## src/rtl/hall_call_dispatcher.sv

```systemverilog
`default_nettype none
// ============================================================================
// hall_call_dispatcher: latches hall calls and assigns each to the cheaper of
// two cars, round-robin over pending floors.  Rev 1.0
// ============================================================================
module hall_call_dispatcher (
    input  logic        clk,
    input  logic        rst,
    input  logic [1:0]  simState,
    input  logic [5:0]  FloorsRequested,
    input  logic [7:0]  half_elevatorPositions,
    output logic [11:0] FloorDestinations,
    output logic [5:0]  pending,
    output logic        assign_valid,
    output logic [2:0]  assign_floor,
    output logic        assign_car
);

    localparam logic [1:0] IDLE   = 2'd0;
    localparam logic [1:0] SELECT = 2'd1;
    localparam logic [1:0] SCORE  = 2'd2;
    localparam logic [1:0] ASSIGN = 2'd3;

    localparam logic [2:0] RR_RESET = 3'd5;

    logic [1:0]  state;
    logic [1:0]  state_next;
    logic        do_select;
    logic        do_score;
    logic        do_assign;

    logic        sim_clear;
    logic        sim_run;
    logic [3:0]  pos_left;
    logic [3:0]  pos_right;

    logic [2:0]  rr_ptr;
    logic [2:0]  sel_floor;
    logic [5:0]  cost_left;
    logic [5:0]  cost_right;

    logic [11:0] arrive;
    logic [11:0] dest_kept;
    logic [5:0]  blocked;
    logic [5:0]  new_req;
    logic [2:0]  pick_floor;
    logic        pick_found;
    logic [5:0]  sel_onehot;
    logic        winner;
    logic [5:0]  score_left;
    logic [5:0]  score_right;
    logic [5:0]  pending_next;
    logic [11:0] dest_next;

    function automatic logic [2:0] popcount6(input logic [5:0] v);
        logic [2:0] n;
        n = 3'd0;
        for (int i = 0; i < 6; i++) begin
            n = n + {2'b00, v[i]};
        end
        return n;
    endfunction

    function automatic logic [3:0] abs_diff(input logic [3:0] a, input logic [3:0] b);
        return (a >= b) ? (a - b) : (b - a);
    endfunction

    assign sim_clear = (simState == 2'b00);
    assign sim_run   = (simState == 2'b01);
    assign pos_left  = half_elevatorPositions[3:0];
    assign pos_right = half_elevatorPositions[7:4];

    // Positions 11..15 never equal an even floor position, so they clear nothing.
    for (genvar f = 0; f < 6; f++) begin : g_arrive
        localparam logic [3:0] FLOOR_POS = 4'(2 * f);
        assign arrive[f]     = (pos_left  == FLOOR_POS);
        assign arrive[f + 6] = (pos_right == FLOOR_POS);
    end

    assign dest_kept = FloorDestinations & ~arrive;
    assign blocked   = pending | dest_kept[5:0] | dest_kept[11:6];
    assign new_req   = FloorsRequested & ~blocked;

    // FSM state register
    always_ff @(posedge clk or negedge rst) begin
        if (!rst) begin
            state <= IDLE;
        end else begin
            state <= state_next;
        end
    end

    // FSM next-state logic
    always_comb begin
        state_next = state;
        if (sim_clear) begin
            state_next = IDLE;
        end else begin
            case (state)
                IDLE:    state_next = (sim_run && (pending != 6'd0)) ? SELECT : IDLE;
                SELECT:  state_next = SCORE;
                SCORE:   state_next = ASSIGN;
                ASSIGN:  state_next = IDLE;
                default: state_next = IDLE;
            endcase
        end
    end

    // FSM output decode
    always_comb begin
        do_select = 1'b0;
        do_score  = 1'b0;
        do_assign = 1'b0;
        if (!sim_clear) begin
            case (state)
                SELECT:  do_select = 1'b1;
                SCORE:   do_score  = 1'b1;
                ASSIGN:  do_assign = 1'b1;
                default: ;
            endcase
        end
    end

    // Round-robin search starts one floor above the last assigned floor.
    always_comb begin
        logic [3:0] idx;
        pick_found = 1'b0;
        pick_floor = 3'd0;
        for (int i = 1; i <= 6; i++) begin
            idx = {1'b0, rr_ptr} + 4'(i);
            if (idx >= 4'd6) begin
                idx = idx - 4'd6;
            end
            if (!pick_found && pending[idx[2:0]]) begin
                pick_found = 1'b1;
                pick_floor = idx[2:0];
            end
        end
    end

    always_comb begin
        logic [3:0] target;
        target      = {sel_floor, 1'b0};
        score_left  = {2'b00, abs_diff(pos_left, target)}
                    + {1'b0, popcount6(FloorDestinations[5:0]), 2'b00};
        score_right = {2'b00, abs_diff(pos_right, target)}
                    + {1'b0, popcount6(FloorDestinations[11:6]), 2'b00};
    end

    assign winner     = (cost_right < cost_left);
    assign sel_onehot = 6'd1 << sel_floor;

    always_comb begin
        pending_next = pending | new_req;
        dest_next    = dest_kept;
        if (do_assign) begin
            pending_next = pending_next & ~sel_onehot;
            if (winner) begin
                dest_next = dest_next | {sel_onehot, 6'd0};
            end else begin
                dest_next = dest_next | {6'd0, sel_onehot};
            end
        end
    end

    always_ff @(posedge clk or negedge rst) begin
        if (!rst) begin
            FloorDestinations <= 12'd0;
            pending           <= 6'd0;
            assign_valid      <= 1'b0;
            assign_floor      <= 3'd0;
            assign_car        <= 1'b0;
            rr_ptr            <= RR_RESET;
            sel_floor         <= 3'd0;
            cost_left         <= 6'd0;
            cost_right        <= 6'd0;
        end else if (sim_clear) begin
            FloorDestinations <= 12'd0;
            pending           <= 6'd0;
            assign_valid      <= 1'b0;
            assign_floor      <= 3'd0;
            assign_car        <= 1'b0;
            rr_ptr            <= RR_RESET;
            sel_floor         <= 3'd0;
            cost_left         <= 6'd0;
            cost_right        <= 6'd0;
        end else begin
            FloorDestinations <= dest_next;
            pending           <= pending_next;
            assign_valid      <= do_assign;
            if (do_select) begin
                sel_floor <= pick_floor;
            end
            if (do_score) begin
                cost_left  <= score_left;
                cost_right <= score_right;
            end
            if (do_assign) begin
                rr_ptr       <= sel_floor;
                assign_floor <= sel_floor;
                assign_car   <= winner;
            end
        end
    end

endmodule
`default_nettype wire

```

## config.mk

```make
export PLATFORM = sky130hd
export DESIGN_NAME = hall_call_dispatcher
export DESIGN_NICKNAME = d
export VERILOG_FILES = /design/src/rtl/hall_call_dispatcher.sv
export SDC_FILE = /design/constraint.sdc
export NUM_CORES = 1
export LEC_CHECK = 0
export ABC_AREA = 1
export BUFFER_PORTS_ARGS = -buffer_cell sky130_fd_sc_hd__buf_2
export CORE_ASPECT_RATIO = 0.75
export CORE_MARGIN = 10
export CORE_UTILIZATION = 40
export CTS_CLUSTER_DIAMETER = 100
export DETAILED_ROUTE_END_ITERATION = 7
export GPL_ROUTABILITY_DRIVEN = 0
export PLACE_DENSITY_LB_ADDON = 0.25
export REMOVE_ABC_BUFFERS = 1
export SLEW_MARGIN = 40
export SYNTH_ARGS = -nofsm -noshare
export SYNTH_HDL_FRONTEND = slang
export SYNTH_SLANG_ARGS = --single-unit
```

## constraint.sdc

```tcl
create_clock -name clk -period 7.25 [get_ports clk]
set_input_delay 0.3625 -clock clk [delete_from_list [all_inputs] [get_ports clk]]
set_output_delay 0.3625 -clock clk [all_outputs]
set_load 0.02 [all_outputs]
```

# After elaboration in Yosys (flattened, before gate mapping)

Index checks and enable logic that the tools add are counted.
W data, S select, Z words.

Register bits: 43
Input port bits: 18
Output and inout bits: 23

$add $sub $neg: 28
Magnitude comparators: 15
Eq/ne operators: 14
Shift-type cells: 1
Multiplexer cells: 57
Bitwise gates (word level): 11
Reduce and logical (&&, ||, !) cells: 19

Operator list:

| cell                  | number |
|---|---|
| $mux W3               | 17 |
| $mux W12              | 3 |
| $mux W6               | 6 |
| $ge A4 B3 Y1 const B  | 6 |
| $lt A3 B4 Y1 const B  | 6 |
| $mux W1               | 21 |
| $add A3 B1 Y3         | 6 |
| $bmux W1 S3           | 6 |
| $or A6 B6 Y6          | 3 |
| $sub A3 B3 Y3 const B | 6 |
| $eq A4 B3 Y1 const B  | 4 |
| $eq A4 B4 Y1 const B  | 4 |
| $sub A4 B4 Y4         | 4 |
| $add A3 B3 Y4 const B | 3 |
| $add A4 B5 Y6         | 2 |
| $and A12 B12 Y12      | 1 |
| $and A6 B6 Y6         | 2 |
| $not A12 Y12          | 1 |
| $not A6 Y6            | 2 |
| $or A12 B12 Y12       | 1 |
| $or A12 B6 Y12        | 1 |
| $add A3 B2 Y4 const B | 2 |
| $eq A4 B2 Y1 const B  | 2 |
| $ge A4 B4 Y1          | 2 |
| 16 further kinds      | 34 |

# Depth between registers and ports, before layout

Depth in word-level cells: 23
Gate-level depth with buffers: 21

# Worst setup path after synthesis

Ideal clock, no wire load.

Path kind: flip-flop to flip-flop
Start point: register FloorDestinations[6]
End point: register cost_right[4]
Arrival time: 2.945 ns
Required time: 7.167 ns
Slack: 4.222 ns
Stages on the path, launching flop included: 11
Path buffers: 0
Clock period less this slack: 3.028 ns
Cells stage by stage: dfrtp_1 fa_1 inv_1 fa_1 inv_1 ha_1 fa_1 inv_1 fa_1 xor2_1 o21ai_0

Cells in the longest elaborated chain, start to end: 8

Ends and longest elaborated chain:

| element                     | line | source |
|---|---|---|
| start, declared             | 12   | `output logic [11:0] FloorDestinations,` |
| start signal, assigned      | 188  | `FloorDestinations <= dest_next;` |
| $add A1 B1 Y2               | 59   | `n = n + {2'b00, v[i]};` |
| $add A2 B1 Y3               | 59   |  |
| $add A3 B1 Y3 (3 in series) | 59   |  |
| $add A4 B5 Y6               | 147  | `+ {1'b0, popcount6(FloorDestinations[11:6]), 2'b00};` |
| $mux W6                     | 194  | `if (do_score) begin` |
| $mux W6                     | 177  | `end else if (sim_clear) begin` |
| end signal, assigned        | 196  | `cost_right <= score_right;` |
| end, declared               | 40   | `logic [5:0] cost_right;` |

Every way passes these cells. The select of a mux whose other input is x is not followed.
A chain may end at the register's enable or synchronous reset.

# Worst setup path in the final report

Ends and elaborated chain as after synthesis.

==> flow_metrics.py <==
metrics = {
    "outcome": {
        "outcome": "completed",
    },
    "cts": {
        "clockRootBuffer": "clkbuf_16",
        "clock_path_buffers": 2,
        "cts_buffers": 5,
        "clkTransAtPathRegs_ns": 0.06,
        "cts_sinks": 42,
        "clkLatencyLatePin_ns": 0.29,
        "cts.repair.resized": 0,
        "h-tree-depth": 2,
        "postCtsSetupBuffers": 0,
        "ctsHoldBuffers": 0,
        "cts_tree": "built",
    },
    "yosys": {
        "synthMuxAreaShare_pct": 0,
        "synth_top_family_by_area": "simple AND/OR/NAND/NOR gates",
        "synth_warnings": 0,
        "syn_avg_cell_area_um2": 7.636,
        "yosys.area.top_type": "dfrtp_1",
        "synth-compound-area-share_pct": 14.42,
        "yosysSeqAreaShare_pct": 28.98,
        "synth-simple-area-share_pct": 24.17,
        "syn_area_mm2": 0.003635,
        "synth_xor_area_share_pct": 2.134,
        "ys_types": 37,
        "ys_ff_latch": 42,
        "synth.area.top_cells": "dfrtp_1 28%, ha_1 13%, nand2_1 10%",
        "synthAdderAreaFrac_pct": 19.35,
        "synth_top_area_share_pct": 27.54,
        "synthCells": 476,
    },
    "timing": {
        "tns_ns": 0,
        "min_period_ns": 3.070,
        "fin_skew_ns": 0.005400,
        "max_freq_mhz": 325.7,
        "fin_crit_sh_pct": 42.34,
        "setup_viol": 0,
        "worstMarginPinSlew_ns": 0.6922,
        "final_hold_viol_count": 0,
        "rsz0062_at_grt": "no",
        "slew_headroom_pct": 53.43,
        "slew_violations": 0,
    },
    "cells_and_area": {
        "fillers": 884,
        "layout.nets": 586,
        "stdcell_area_mm2": 0.004099,
        "diodes": 0,
        "drive_above_1_share_pct": 14.04,
        "area.growth.synth_to_final_pct": 12.77,
        "layout_common_cells": "100 x nand2_1, 92 x inv_1, 40 x dfrtp_1",
        "final_common_cell": "nand2_1",
        "regArea_mm2": 0.001054,
        "multi_input_area_mm2": 0.002183,
    },
    "route": {
        "num_vias": 3283,
        "drc_errors": 0,
        "dr.pass1.iters": 5,
        "wl_um": 9843,
        "drt_iter0_drc": 280,
        "viasPerCell": 5.195,
        "ant_nets": 0,
        "post_drt_wl_per_cell_um": 15.57,
    },
    "global_route": {
        "top_usage_layer": "met1",
        "overflow": 0,
        "grt_pass1_wl_um": 16260,
        "met1_usage_pct": 23.70,
        "grt_use_met2_pct": 21.01,
        "grt_util_met3_pct": 3.494,
        "grtUsageTotal_pct": 15.51,
        "grt_max_degree": 43,
        "first_global_vias": 3090,
        "antenna_found_initial": 0,
    },
    "die": {
        "io_pins": 41,
        "row_count": 30,
        "die_x_um": 130.1,
        "start_util_pct": 40.52,
        "dieArea_mm2": 0.01334,
        "dieHeight_um": 102.6,
        "design.core.area_mm2": 0.008971,
    },
    "worst_setup_path": {
        "critical_path.endpoint_type": "register",
        "critPathLaunchType": "register",
        "worst-setup-path-type": "register to register",
        "critical_path.max_fanout": 3,
        "required_ns": 7.46,
        "arrival_ns": 3.28,
    },
    "flow_run": {
        "maxCapViolations": 0,
    },
    "power": {
        "ir_drop_v": 0.0001566,
        "leakagePower_uw": 0.002164,
        "power_density_mw_per_mm2": 391.2,
    },
    "min_path": {
        "hold_path_class": "primary input to async pin",
    },
    "placement": {
        "place_hpwl_um": 8069,
        "port-buffer-count": 40,
        "placed_cell_area_mm2": 0.003948,
    },
}
[kinds of logic after synthesis]
family / count (synthesis)
fa+ha+maj: 49
compound gates: 88
simple gates: 188
xor+xnor: 8
flops: 42
buf+inv: 101
[Yosys cell counts, drive strengths merged]
master,instances
nor4,3
or2,1
xnor2,3
buf,3
nor3,2
clkinv,1
o21ai,33
dfrtp,40
a22oi,2
a21oi,24
xor2,5
nand4,6
fa,12
a211oi,6
ha,37
nand3,34
a32oi,1
a21boi,1
dfstp,2
o21a,1
clkbuf,2
nand2,107
nand3b,8
nor2,27
a31oi,16
o22ai,4
inv,95
[critical path, cell delays in order, from the launching register on]
cell	delay [ns]
dfrtp_1	0.41
fa_1	0.54
inv_1	0.05
fa_1	0.47
inv_1	0.04
ha_1	0.19
fa_1	0.51
inv_1	0.06
fa_1	0.41
xor2_1	0.17
o21ai_0	0.13
[stage by stage]
stage | utilization (%) | total power, uW | hold WS, ns | worst slack [ns] | cells
finish | 45.69 | 1603 | 0.05229 | 4.180 | 632
global route | 45.69 | 1764 | 0.1056 | 4.021 | 632
CTS | 45.69 | 1604 | 0.09016 | 4.169 | 632
detailed placement | 44.00 | 1370 | 0.3957 | 4.165 | 624
global placement | 43.97 | 1347 | 0.4680 | 4.268 | 624
floorplan | - | 1119 | 0.06691 | 4.222 | 471
[where the power goes]
group          internal (uW)  leakage (uW)  switching [uW]  total [uW]
registers                292      0.000551            64.5         356
clock network            136     0.0000729            93.8         230
logic                    341       0.00154             676        1020
[metal layers]
| metal | vias up | wire length [um] |
|---|---|---|
| li1 | 1630 | - |
| met1 | 1538 | 5114 |
| met3 | 10 | 776 |
| met4 | 0 | 100 |
| met2 | 105 | 3852 |
| met5 | - | 0 |
[cell type report]
class	count	share of cell area [%]
Clock buffer	6	3.388
Tap cell	112	3.419
Timing Repair Buffer	41	5.128
Inverter	96	8.791
Clock inverter	2	0.3053
Multi-Input combinational cell	333	53.27
Sequential cell	42	25.70
[sequential cells by signal (all words and copies together), names as in the netlist]
register	cells
sel_floor	3
FloorDestinations	12
state	2
assign_floor	3
rr_ptr	2
assign_valid	1
cost_left	6
cost_right	6
assign_car	1
pending	6
[path summary, 6_finish.rpt]
| check | startpoint | endpoint | slack [ns] | cells past startpoint |
|---|---|---|---|---|
| worst max-delay path | FloorDestinations[6] | cost_right[4] | 4.18 | 10 |
| worst min-delay path | rst | cost_right[5] | 0.05 | 1 |
| worst max register to register | FloorDestinations[6] | cost_right[4] | 4.18 | 10 |
| worst min register to register | assign_floor[2] | assign_floor[2] | 0.49 | 2 |
| max in group asynchronous | rst | FloorDestinations[1] | 6.82 | 1 |
| min in group clk | simState[0] | state[0] | 0.36 | 3 |
Power figures use the tool's default switching activity.
